==> src/rtl/core_pkg.sv <==
`default_nettype none
// ============================================================================
// Package     : core_pkg
// Description : Shared definitions for the 5-stage core's hazard and
//               forwarding units: register-index width, hazard FSM state
//               encodings and forwarding select codes.
// Revision    : 1.0 - initial release
// ============================================================================
package core_pkg;

    // Register index width (8 architectural registers, r0 hard-wired to zero)
    localparam int REG_W = 3;

    // Hazard FSM state encodings
    localparam logic [0:0] RUN      = 1'b0;
    localparam logic [0:0] MEM_WAIT = 1'b1;

    // Forwarding mux select codes, shared with the forwarding unit
    localparam logic [1:0] FORWARD_NONE    = 2'b00;
    localparam logic [1:0] FORWARD_EX_RES  = 2'b10;
    localparam logic [1:0] FORWARD_MEM_RES = 2'b11;
    localparam logic [1:0] FORWARD_WB_RES  = 2'b01;

endpackage : core_pkg
`default_nettype wire

==> src/rtl/hazard_unit_raw_compare.sv <==
`default_nettype none
// ============================================================================
// Module      : raw_compare
// Description : Read-after-write match for one source operand against one
//               downstream pipeline stage's destination.
// Revision    : 1.0 - initial release
// ============================================================================
module raw_compare
    import core_pkg::*;
(
    input  logic [REG_W-1:0] i_src,
    input  logic             i_used,
    input  logic [REG_W-1:0] i_dest,
    input  logic             i_wb_en,
    output logic             o_match
);

    // r0 is never a real dependency, so a zero source can never match
    assign o_match = i_used & (i_src != '0) & (i_src == i_dest) & i_wb_en;

endmodule : raw_compare
`default_nettype wire

==> src/rtl/hazard_unit.sv <==
`default_nettype none
// ============================================================================
// Module      : hazard_unit
// Description : Pipeline hazard controller. Detects load-use / RAW hazards,
//               fixed-latency memory waits and taken-branch squashes, and
//               drives freeze / bubble / flush controls plus a saturating
//               stall-cycle counter.
// Revision    : 1.0 - initial release
// ============================================================================
module hazard_unit
    import core_pkg::*;
#(
    parameter int MEM_LAT = 2,
    parameter int CNT_W   = 16
) (
    input  logic             clk,
    input  logic             rst,
    input  logic             frwd_en,
    input  logic [REG_W-1:0] id_src1,
    input  logic [REG_W-1:0] id_src2,
    input  logic             id_src1_used,
    input  logic             id_src2_used,
    input  logic [REG_W-1:0] ex_dest,
    input  logic             ex_wb_en,
    input  logic             ex_is_ld,
    input  logic [REG_W-1:0] mem_dest,
    input  logic             mem_wb_en,
    input  logic             mem_access,
    input  logic [REG_W-1:0] wb_dest,
    input  logic             wb_wb_en,
    input  logic             branch_taken,
    input  logic             stat_clr,
    output logic             hazard_en,
    output logic             pc_freeze,
    output logic             if_id_freeze,
    output logic             id_ex_bubble,
    output logic             if_id_flush,
    output logic             pipe_freeze,
    output logic [CNT_W-1:0] stall_cnt
);

    // A single-cycle memory never needs the wait state
    localparam logic       c_WAIT_EN   = (MEM_LAT >= 2);
    localparam logic [3:0] c_WAIT_INIT = (MEM_LAT >= 2) ? 4'(MEM_LAT - 2) : 4'd0;

    logic             r_frwd_q;
    logic [0:0]       r_state;
    logic [3:0]       r_wait_cnt;
    logic [CNT_W-1:0] r_stall_cnt;

    logic [0:0]       w_next_state;
    logic [3:0]       w_next_wait;
    logic             w_pc_freeze;
    logic             w_if_id_freeze;
    logic             w_id_ex_bubble;
    logic             w_if_id_flush;
    logic             w_pipe_freeze;

    // ------------------------------------------------------------------
    // RAW detection: 2 sources x 3 stages; bit index = src*3 + stage
    // (stage 0 = EX, 1 = MEM, 2 = WB)
    // ------------------------------------------------------------------
    logic [REG_W-1:0] w_src   [2];
    logic             w_used  [2];
    logic [REG_W-1:0] w_dest  [3];
    logic             w_wb_en [3];
    logic [5:0]       w_hit;
    logic             w_raw_ex;
    logic             w_raw_mem;
    logic             w_raw_wb;
    logic             w_stall_req;

    assign w_src[0]   = id_src1;
    assign w_src[1]   = id_src2;
    assign w_used[0]  = id_src1_used;
    assign w_used[1]  = id_src2_used;
    assign w_dest[0]  = ex_dest;
    assign w_dest[1]  = mem_dest;
    assign w_dest[2]  = wb_dest;
    assign w_wb_en[0] = ex_wb_en;
    assign w_wb_en[1] = mem_wb_en;
    assign w_wb_en[2] = wb_wb_en;

    generate
        for (genvar s = 0; s < 2; s++) begin : g_src
            for (genvar t = 0; t < 3; t++) begin : g_stage
                raw_compare u_raw_compare (
                    .i_src   (w_src[s]),
                    .i_used  (w_used[s]),
                    .i_dest  (w_dest[t]),
                    .i_wb_en (w_wb_en[t]),
                    .o_match (w_hit[s*3 + t])
                );
            end
        end
    endgenerate

    assign w_raw_ex  = w_hit[0] | w_hit[3];
    assign w_raw_mem = w_hit[1] | w_hit[4];
    assign w_raw_wb  = w_hit[2] | w_hit[5];

    // With forwarding only a load in EX cannot be bypassed in time;
    // without it any in-flight writer of a source must drain first.
    assign w_stall_req = r_frwd_q ? (w_raw_ex & ex_is_ld)
                                  : (w_raw_ex | w_raw_mem | w_raw_wb);

    // Forwarding mode is sampled once per cycle; reset leaves it disabled
    always_ff @(posedge clk or negedge rst) begin
        if (!rst) begin
            r_frwd_q <= 1'b0;
        end else begin
            r_frwd_q <= frwd_en;
        end
    end

    // Control decode and next-state for the RUN / MEM_WAIT machine
    always_comb begin
        w_next_state   = r_state;
        w_next_wait    = r_wait_cnt;
        w_pc_freeze    = 1'b0;
        w_if_id_freeze = 1'b0;
        w_id_ex_bubble = 1'b0;
        w_if_id_flush  = 1'b0;
        w_pipe_freeze  = 1'b0;

        if ((r_state == MEM_WAIT) && (r_wait_cnt != 4'd0)) begin
            // Memory still busy: everything holds, other requests masked
            w_pipe_freeze  = 1'b1;
            w_pc_freeze    = 1'b1;
            w_if_id_freeze = 1'b1;
            w_next_wait    = r_wait_cnt - 4'd1;
        end else if ((r_state == RUN) && mem_access && c_WAIT_EN) begin
            // First cycle of a multi-cycle memory access
            w_pipe_freeze  = 1'b1;
            w_pc_freeze    = 1'b1;
            w_if_id_freeze = 1'b1;
            w_next_wait    = c_WAIT_INIT;
            w_next_state   = MEM_WAIT;
        end else begin
            // RUN without a new memory op, or the MEM_WAIT release cycle
            // (the still-resident memory op must not retrigger a wait)
            w_next_state = RUN;
            if (branch_taken) begin
                // The ID instruction is squashed, so its stall is moot
                w_if_id_flush  = 1'b1;
                w_id_ex_bubble = 1'b1;
            end else if (w_stall_req) begin
                w_pc_freeze    = 1'b1;
                w_if_id_freeze = 1'b1;
                w_id_ex_bubble = 1'b1;
            end
        end
    end

    // FSM state and memory wait counter
    always_ff @(posedge clk or negedge rst) begin
        if (!rst) begin
            r_state    <= RUN;
            r_wait_cnt <= 4'd0;
        end else begin
            r_state    <= w_next_state;
            r_wait_cnt <= w_next_wait;
        end
    end

    // Saturating count of PC-frozen cycles; clear has priority
    always_ff @(posedge clk or negedge rst) begin
        if (!rst) begin
            r_stall_cnt <= '0;
        end else if (stat_clr) begin
            r_stall_cnt <= '0;
        end else if (w_pc_freeze && (r_stall_cnt != '1)) begin
            r_stall_cnt <= r_stall_cnt + CNT_W'(1);
        end
    end

    // Controls are forced inactive for the whole time reset is held
    assign pc_freeze    = rst & w_pc_freeze;
    assign if_id_freeze = rst & w_if_id_freeze;
    assign id_ex_bubble = rst & w_id_ex_bubble;
    assign if_id_flush  = rst & w_if_id_flush;
    assign pipe_freeze  = rst & w_pipe_freeze;
    assign hazard_en    = ~r_frwd_q;
    assign stall_cnt    = r_stall_cnt;

endmodule : hazard_unit
`default_nettype wire

==> config.mk <==
export PLATFORM = sky130hd
export DESIGN_NAME = hazard_unit
export DESIGN_NICKNAME = d
export VERILOG_FILES = /design/src/rtl/core_pkg.sv /design/src/rtl/hazard_unit_raw_compare.sv /design/src/rtl/hazard_unit.sv
export SDC_FILE = /design/constraint.sdc
export NUM_CORES = 1
export LEC_CHECK = 0
export BUFFER_PORTS_ARGS = -buffer_cell sky130_fd_sc_hd__buf_2
export CAP_MARGIN = 20
export CORE_AREA = 5 5 63 65
export DETAILED_ROUTE_END_ITERATION = 10
export DIE_AREA = 0 0 68 70
export PLACE_DENSITY = 0.72
export SYNTH_ARGS = -nofsm -noshare
export SYNTH_HDL_FRONTEND = slang
export SYNTH_HIERARCHICAL = 1
export SYNTH_SLANG_ARGS = --single-unit
==> constraint.sdc <==
create_clock -name clk -period 2.4 [get_ports clk]
set_input_delay 0.48 -clock clk [delete_from_list [all_inputs] [get_ports clk]]
set_output_delay 0.48 -clock clk [all_outputs]
set_load 0.05 [all_outputs]
==> results.json <==
{
  "drt-total-wl_mm": 3.82,
  "synthArstFlopShare_pct": 100,
  "cts_root_buf": "clkbuf_4",
  "skew_ns": 0.00494,
  "start_util_pct": 48.9,
  "syn_area_mm2": 0.00161,
  "max_slew.worst_pin.slew_ns": 0.504,
  "gr-usage-all-layers_pct": 16.1,
  "cts_hold_buf": 0,
  "p_per_area_mw_per_mm2": 677,
  "outcome": "finished, final reports clean",
  "synth_top_area_share_pct": 34.3,
  "maxCapViolations": 0,
  "grt_pass1_vias": 1446,
  "die_area_mm2": 0.00476,
  "synth_cells": 179,
  "max_freq_mhz": 426,
  "fin_nets": 276,
  "synth_cell_types": 44,
  "tns_ns": 0,
  "multi_input_comb_area_mm2": 0.00102,
  "antenna_found_initial": 0,
  "antenna_cells": 0,
  "ys.warnings.count": 6,
  "setup-violations-final": 0,
  "io_buffers": 48,
  "hold_viol": 0,
  "drt-wirelength-per-cell_um": 13.1,
  "drv_slew": 0,
  "rsz0062_at_grt": "yes",
  "grt-ovfl-total": 0,
  "ys_seq_area_share_pct": 34.3,
  "route.detailed.drc": 0,
  "gp_congestion": 0.768,
  "path_max_fanout": 4,
  "die_x_um": 68,
  "cp_data_arrival_time_ns": 1.87,
  "p_leak_nw": 0.972,
  "syn_to_final_growth_pct": 34.1,
  "grt_pass1_wl_mm": 6.15,
  "numCtsBuffers": 3,
  "vdd_drop_max_v": 0.000304,
  "routed-via-count": 1561,
  "die_h_um": 70,
  "start_kind": "primary input",
  "ant_nets": 0,
  "syn_area_per_cell_um2": 8.97,
  "period_share_pct": 97.7,
  "fin_crit_ns": 2.35,
  "path_clk_slew_ns": 0.12,
  "synth_nets": 209,
  "htreeDepth": 1,
  "synth_edf_count": 0,
  "fin_hold_ws_ns": 0.0427,
  "clock_path_buffers": 2,
  "synthTopCellsByArea": "dfrtp_1, nor2_1, o2111ai_1",
  "hp-class": "in2async",
  "drt_iter0_drc": 100,
  "post-dp-hpwl_mm": 3.03,
  "drtPass1Iterations": 4,
  "pin_count": 49,
  "required_ns": 1.92,
  "core_area_mm2": 0.00328,
  "synth.ff_latch_count": 22,
  "yosys-top-cells-count": "dfrtp_1, nor2_1, inv_1, nand2_1",
  "synth_most_common_cell": "dfrtp_1",
  "slew_headroom_pct": 66.4,
  "cts.sinks": 22,
  "synth_top_area_cell": "dfrtp_1",
  "tritoncts": "built",
  "end_kind": "output pin",
  "synth_ff_type": "dfrtp_1",
  "grt_max_degree": 21,
  "viasPerCell": 5.36,
  "drive_above_1_share_pct": 42.0,
  "regArea_um2": 557,
  "rows": 21,
  "fillers": 262,
  "crit_type": "in2out",
  "r2r_cells": 7,
  "clk_latency_ns": 0.30
}
[critical path, cell delays in order]
cell and delay, ns:
buf_8 0.11, o21ba_4 0.21, nor2_4 0.10, nor3_2 0.05, nor4_2 0.34, o32ai_2 0.15
o21a_2 0.26, buf_8 0.16
[flip-flops by register name, summed over array words and instances (netlist names)]
register	count
r_state	1
stall_cnt	16
r_frwd_q	1
r_wait_cnt	4
[cell families (layout without fill, tap and decap cells)]
logic type,Yosys count,after routing,synth area share (%)
DFF,22,22,34.3
and+or+nand+nor,71,71,24.8
muxes,5,5,3.59
AOI/OAI and AO/OA,46,47,21.7
adders and majority gates,3,3,2.34
xor gates and xnor gates,13,13,7.09
buffers and inverters,19,84,6.16
[power breakdown]
part	internal [W]	switching, W	leakage [nW]
sequential	0.000433	0.0000470	0.285
clock	0.0000924	0.000108	0.0210
combinational	0.000311	0.000467	0.665
[placed cells by master (no fill, tap or decap), types with 3 or more instances in the layout]
master,n
nand3_1,7
a21oi_1,8
buf_2,40
o21ai_0,6
o21ai_1,8
nor4_1,3
nand2_1,10
xor2_1,7
inv_1,13
dfrtp_2,5
or4_1,5
ha_1,3
nor2b_1,3
o21ba_2,4
nor2_1,16
dfrtp_1,17
o2111ai_1,5
nor3_2,6
buf_4,19
or3_1,7
clkbuf_4,4
xnor2_1,6
buf_6,3
buf_8,3
and3_1,3
[worst paths after layout]
| path | startpoint | to | slack, ns |
|---|---|---|---|
| max in group asynchronous | rst | stall_cnt[8] | 1.89 |
| setup reg to reg | stall_cnt[0] | stall_cnt[13] | 0.25 |
| setup / recovery | mem_dest[2] | if_id_freeze | 0.05 |
| hold reg to reg | r_wait_cnt[3] | r_wait_cnt[3] | 0.50 |
| min in group clk | frwd_en | r_frwd_q | 0.27 |
| hold / removal | rst | r_state | 0.04 |
[stage by stage]
step                cell area [µm²]  worst slack [ns]  utilization (%)  total power, W  std cells
CTS                            2040          -0.00330             62.0         0.00139        289
floorplan                      1620           0.00757                -         0.00103        179
global placement               1990            -0.169             60.6         0.00117        284
detailed placement             1990            -0.202             60.6         0.00119        284
global route                   2150           -0.0163             65.5         0.00156        291
finish                         2150            0.0545             65.5         0.00146        291
[what timing repair did]
item,CTS,global route
buffers inserted,1,1
resized for setup,1,30
gates cloned,0,1
pin swaps,2,10
endpoints found under the setup margin,3,13
[layout make-up]
type                       instances  share of cell area [%]
timing repair buffer              66                    19.9
inverter                          14                    2.44
tap                               46                    2.67
sequential                        22                    25.9
clock buffer                       4                    1.69
multi-input combinational        139                    47.4
[layer usage]
layer / track usage (%) / share of wire (%) / up-vias
met5: 0 / 0 / -
met4: 4.64 / 0.65 / 0
met3: 2.24 / 5.3 / 2
met2: 27.5 / 51 / 39
met1: 20.6 / 43 / 730
li1: - / - / 790
(Power assumes the default switching activity.)
